==> src/rtl/smbs_frame_rx.sv <==
// Serial frame receiver: start, bank[1:0], led[1:0], data, even parity, stop.
// Drives the LED-bank demultiplexer's SI/PL inputs and holds them between good frames.
module smbs_frame_rx #(
    parameter logic STOP_LEVEL = 1'b0
) (
    input  logic       clk,
    input  logic       rst,
    input  logic       serial_in,
    output logic       SI,
    output logic [5:0] PL,
    output logic       frame_valid,
    output logic       frame_err,
    output logic       busy
);
    typedef enum logic [2:0] {IDLE, BANK, LED, DATA, PAR, STOP} state_t;

    state_t     state;
    state_t     state_nxt;
    logic       bit_cnt;
    logic [1:0] bank_sr;
    logic [1:0] led_sr;
    logic       data_r;
    logic       par_acc;
    logic       good;
    logic [3:0] bank_onehot;

    always_ff @(posedge clk or posedge rst) begin
        if (rst) state <= IDLE;
        else     state <= state_nxt;
    end

    always_comb begin
        state_nxt = state;
        case (state)
            IDLE:    if (serial_in) state_nxt = BANK;
            BANK:    if (bit_cnt)   state_nxt = LED;
            LED:     if (bit_cnt)   state_nxt = DATA;
            DATA:    state_nxt = PAR;
            PAR:     state_nxt = STOP;
            STOP:    state_nxt = IDLE;
            default: state_nxt = IDLE;
        endcase
    end

    // par_acc already holds bank^led^data^par when the stop bit is on the line
    always_comb begin
        busy        = (state != IDLE);
        good        = (state == STOP) && !par_acc && (serial_in == STOP_LEVEL);
        bank_onehot = 4'b0001 << bank_sr;
    end

    always_ff @(posedge clk or posedge rst) begin
        if (rst) begin
            bit_cnt <= 1'b0;
            bank_sr <= '0;
            led_sr  <= '0;
            data_r  <= 1'b0;
            par_acc <= 1'b0;
        end else begin
            case (state)
                IDLE: begin
                    bit_cnt <= 1'b0;
                    par_acc <= 1'b0;
                end
                BANK: begin
                    bank_sr <= {bank_sr[0], serial_in};
                    bit_cnt <= ~bit_cnt;
                    par_acc <= par_acc ^ serial_in;
                end
                LED: begin
                    led_sr  <= {led_sr[0], serial_in};
                    bit_cnt <= ~bit_cnt;
                    par_acc <= par_acc ^ serial_in;
                end
                DATA: begin
                    data_r  <= serial_in;
                    par_acc <= par_acc ^ serial_in;
                end
                PAR:     par_acc <= par_acc ^ serial_in;
                default: ;
            endcase
        end
    end

    always_ff @(posedge clk or posedge rst) begin
        if (rst) begin
            SI          <= 1'b0;
            PL          <= '0;
            frame_valid <= 1'b0;
            frame_err   <= 1'b0;
        end else begin
            frame_valid <= 1'b0;
            frame_err   <= 1'b0;
            if (state == STOP) begin
                if (good) begin
                    PL          <= {led_sr, bank_onehot};
                    SI          <= data_r;
                    frame_valid <= 1'b1;
                end else begin
                    frame_err <= 1'b1;
                end
            end
        end
    end
endmodule

==> config.mk <==
export PLATFORM = sky130hd
export DESIGN_NAME = smbs_frame_rx
export DESIGN_NICKNAME = d
export VERILOG_FILES = /design/src/rtl/smbs_frame_rx.sv
export SDC_FILE = /design/constraint.sdc
export NUM_CORES = 1
export LEC_CHECK = 0
export CORE_MARGIN = 10
export CORE_UTILIZATION = 49
export DETAILED_ROUTE_END_ITERATION = 12
export GPL_TIMING_DRIVEN = 0
export PLACE_DENSITY = 0.75
export SYNTH_ARGS = -nofsm -noshare
export SYNTH_HDL_FRONTEND = slang
export SYNTH_SLANG_ARGS = --single-unit
==> constraint.sdc <==
create_clock -name clk -period 1.6 [get_ports clk]
set_input_delay 0.24 -clock clk [delete_from_list [all_inputs] [get_ports clk]]
set_output_delay 0.24 -clock clk [all_outputs]
set_load 0.02 [all_outputs]
==> results.sh <==
export IMPL_antennaDiodeCount=0
export IMPL_fill_cells=116
export IMPL_crit_required_ns=1.36
export IMPL_die_area_um2=3800
export IMPL_syn_area_per_cell_um2=12.7
export IMPL_drive_above_1_share_pct=33.0
export IMPL_first_global_vias=521
export IMPL_avgRoutedWirePerCell_um=13.8
export IMPL_path_delay_family="flip-flops"
export IMPL_cts_tree="built"
export IMPL_cpMostUsedCell="buf_6"
export IMPL_layout_commonest_cell="dfrtp_1"
export IMPL_cts_buffers=3
export IMPL_synth_top_cell_by_area="dfrtp_1"
export IMPL_power_density_nw_per_um2=2070
export IMPL_nets=92
export IMPL_gp_congestion=0.755
export IMPL_fin_util_pct=67.1
export IMPL_ir_drop_v=0.00114
export IMPL_hold_viol=0
export IMPL_area_growth_pct=24.8
export IMPL_core_area_um2=1580
export IMPL_syn_nets=70
export IMPL_drt_iter0_markers=4
export IMPL_yosys_warnings=0
export IMPL_grt_max_degree=20
export IMPL_slew_limit_headroom_pct=53.3
export IMPL_clkSinkCount=19
export IMPL_routed_wl_um=1430
export IMPL_post_route_period_util_pct=97.8
export IMPL_ys_seq_area_share_pct=56.0
export IMPL_clock_path_buffers=2
export IMPL_p_sw_share_pct=35.4
export IMPL_seqPwrFrac_pct=38.0
export IMPL_antenna_found_initial=0
export IMPL_cts_htree_levels=1
export IMPL_cp_num_buf_inv=2
export IMPL_vias=540
export IMPL_path_clk_slew_ns=0.11
export IMPL_critPathLaunchType="flop"
export IMPL_root_buffer="clkbuf_4"
export IMPL_io_pins=13
export IMPL_dieHeight_um=61.6
export IMPL_mostFrequentLayoutCells="dfrtp_1, mux2_2, clkdlybuf4s50_1, nor2_1, buf_4"
export IMPL_finalCriticalPeriod_ns=1.56
export IMPL_start_util_pct=53.8
export IMPL_slowest_delay_ns=0.39
export IMPL_first_pass_iters=4
export IMPL_clock_latency_ns=0.30
export IMPL_rows=14
export IMPL_p_comb_share_pct=51.0
export IMPL_hold_class="input port to asynchronous set/reset pin"
export IMPL_dpl_instance_area_um2=988
export IMPL_worst_slew_pin_transition_ns=0.699
export IMPL_critPathKind="flop to output port"
export IMPL_internal_power_mw=1.41
export IMPL_crit_arrival_ns=1.32
export IMPL_synthesis_instances=67
export IMPL_clkPwrFrac_pct=11.0
export IMPL_synthTopCellsByArea="dfrtp_1, mux2_2, mux2i_1"
export IMPL_hold_worst_slack_ns=0.344
export IMPL_grt_overflow_total=0
export IMPL_dp_hpwl_um=981
export IMPL_final_antenna_net_count=0
export IMPL_slew_viol_final=0
export IMPL_synth_top_cell_area_share_pct=56.0
export IMPL_via_per_inst=5.19
export IMPL_portBuffers=12
export IMPL_maxCapViolCount=0
export IMPL_grtUsageTotal_pct=8.13
export IMPL_grt_pass1_wl_um=2300
export IMPL_final_area_um2=1060
export IMPL_power_switching_mw=0.775
export IMPL_synth_distinct_cells=22
export IMPL_final_setup_skew_ns=0.00240
export IMPL_slowest_stage="dfrtp_1"
export IMPL_fmax_mhz=639
export IMPL_syn_area_um2=848
export IMPL_fin_tns_setup_ns=0
export IMPL_synth_seq_cells=19
export IMPL_crit_chain="buf_6 -> or3_4 -> buf_6"
export IMPL_leakage_nw=0.508
export IMPL_end_kind="output port"
export IMPL_die_x_um=61.6
export IMPL_status="finished clean"
export IMPL_crit_path_max_fanout=5
export IMPL_drc_errors=0
export IMPL_finalSetupViolations=0
==> synth_stat cells <==
master,count
buf_6,2
nor3b_1,2
nor2b_4,1
mux2i_1,3
buf_2,1
nor2b_1,2
mux2_2,11
a221oi_1,1
dfrtp_1,19
nand3b_1,1
nor2_1,5
a21o_1,1
inv_1,3
nand3_1,1
o21bai_1,1
and3_1,1
a21oi_1,2
o21ai_0,2
nand3_4,1
nand2_1,4
or3_2,1
and2b_2,2
==> layout make-up <==
class	instances	area (um2)	share of cell area, %
sequential	19	475	44.9
multi-input combinational	42	338	31.9
inverter	3	11.3	1.06
clock inverter	1	5.00	0.473
buffer	3	27.5	2.60
clock buffer	3	22.5	2.13
timing repair buffer	17	159	15.0
tap	16	20.0	1.89
==> through the flow <==
| stage | power (mW) | std cells | worst slack, ns |
|---|---|---|---|
| floorplan | 1.54 | 67 | 0.309 |
| global placement | 1.85 | 95 | -0.149 |
| detailed placement | 1.88 | 95 | -0.146 |
| CTS | 2.14 | 99 | 0.0180 |
| global route | 2.35 | 104 | -0.00115 |
| finish | 2.19 | 104 | 0.0358 |
==> per-layer routing <==
layer	track usage, %	vias to the layer above	share of wire [%]
met5	0	-	0
li1	-	269	-
met1	9.25	254	45
met3	2.88	4	7.6
met2	12.4	13	46
met4	5.73	0	1.6
==> cell families (layout without fill, tap and decap cells) <==
group,after synthesis,count (layout),share of synthesized area [%]
AND/OR/NAND/NOR,21,21,16.1
flip-flops,19,19,56.0
multiplexers,14,14,18.1
AO/OA/AOI/OAI,7,7,5.16
buffers and inverters,6,27,4.57
==> power groups by stage <==
| stage | Sequential, mW | Clock, mW | Combinational, mW |
|---|---|---|---|
| after detailed placement | 0.843 | 0 | 1.03 |
| after floorplan | 0.929 | 0 | 0.611 |
| after global routing | 0.865 | 0.264 | 1.22 |
| after CTS | 0.833 | 0.252 | 1.06 |
| final | 0.831 | 0.240 | 1.12 |
| after global placement | 0.833 | 0 | 1.02 |
==> worst paths after layout <==
| check | from | endpoint | slack (ns) | cells past startpoint |
|---|---|---|---|---|
| max | state[1] | busy | 0.04 | 3 |
| min | rst | bit_cnt | 0.34 | 2 |
| max reg2reg | state[1] | state[0] | 0.12 | 6 |
| min reg2reg | PL[2] | PL[2] | 0.51 | 1 |
| max in group asynchronous | rst | led_sr[1] | 0.82 | 2 |
| min in group clk | PL[2] | PL[2] | 0.51 | 1 |
==> worst register-to-register path, delay by kind of cell (launching register included) <==
kind            cells  cell delay, ns
compound gates      2            0.39
buf+inv             3            0.39
simple gates        1            0.20
flops               1            0.39
==> sequential cells by signal, summed over array words and instances, names as in the netlist <==
register     cells
PL               6
state            3
bank_sr          2
led_sr           2
SI               1
bit_cnt          1
data_r           1
frame_err        1
frame_valid      1
par_acc          1
==> timing repair <==
item,4_1_cts,5_1_grt
setup buffers,0,5
hold buffers,0,0
endpoints found under the setup margin,1,1
pin swaps,0,1
gates resized for setup,7,0
hold endpoints to repair,0,0
No activity file was read; power rests on OpenSTA's default activity.
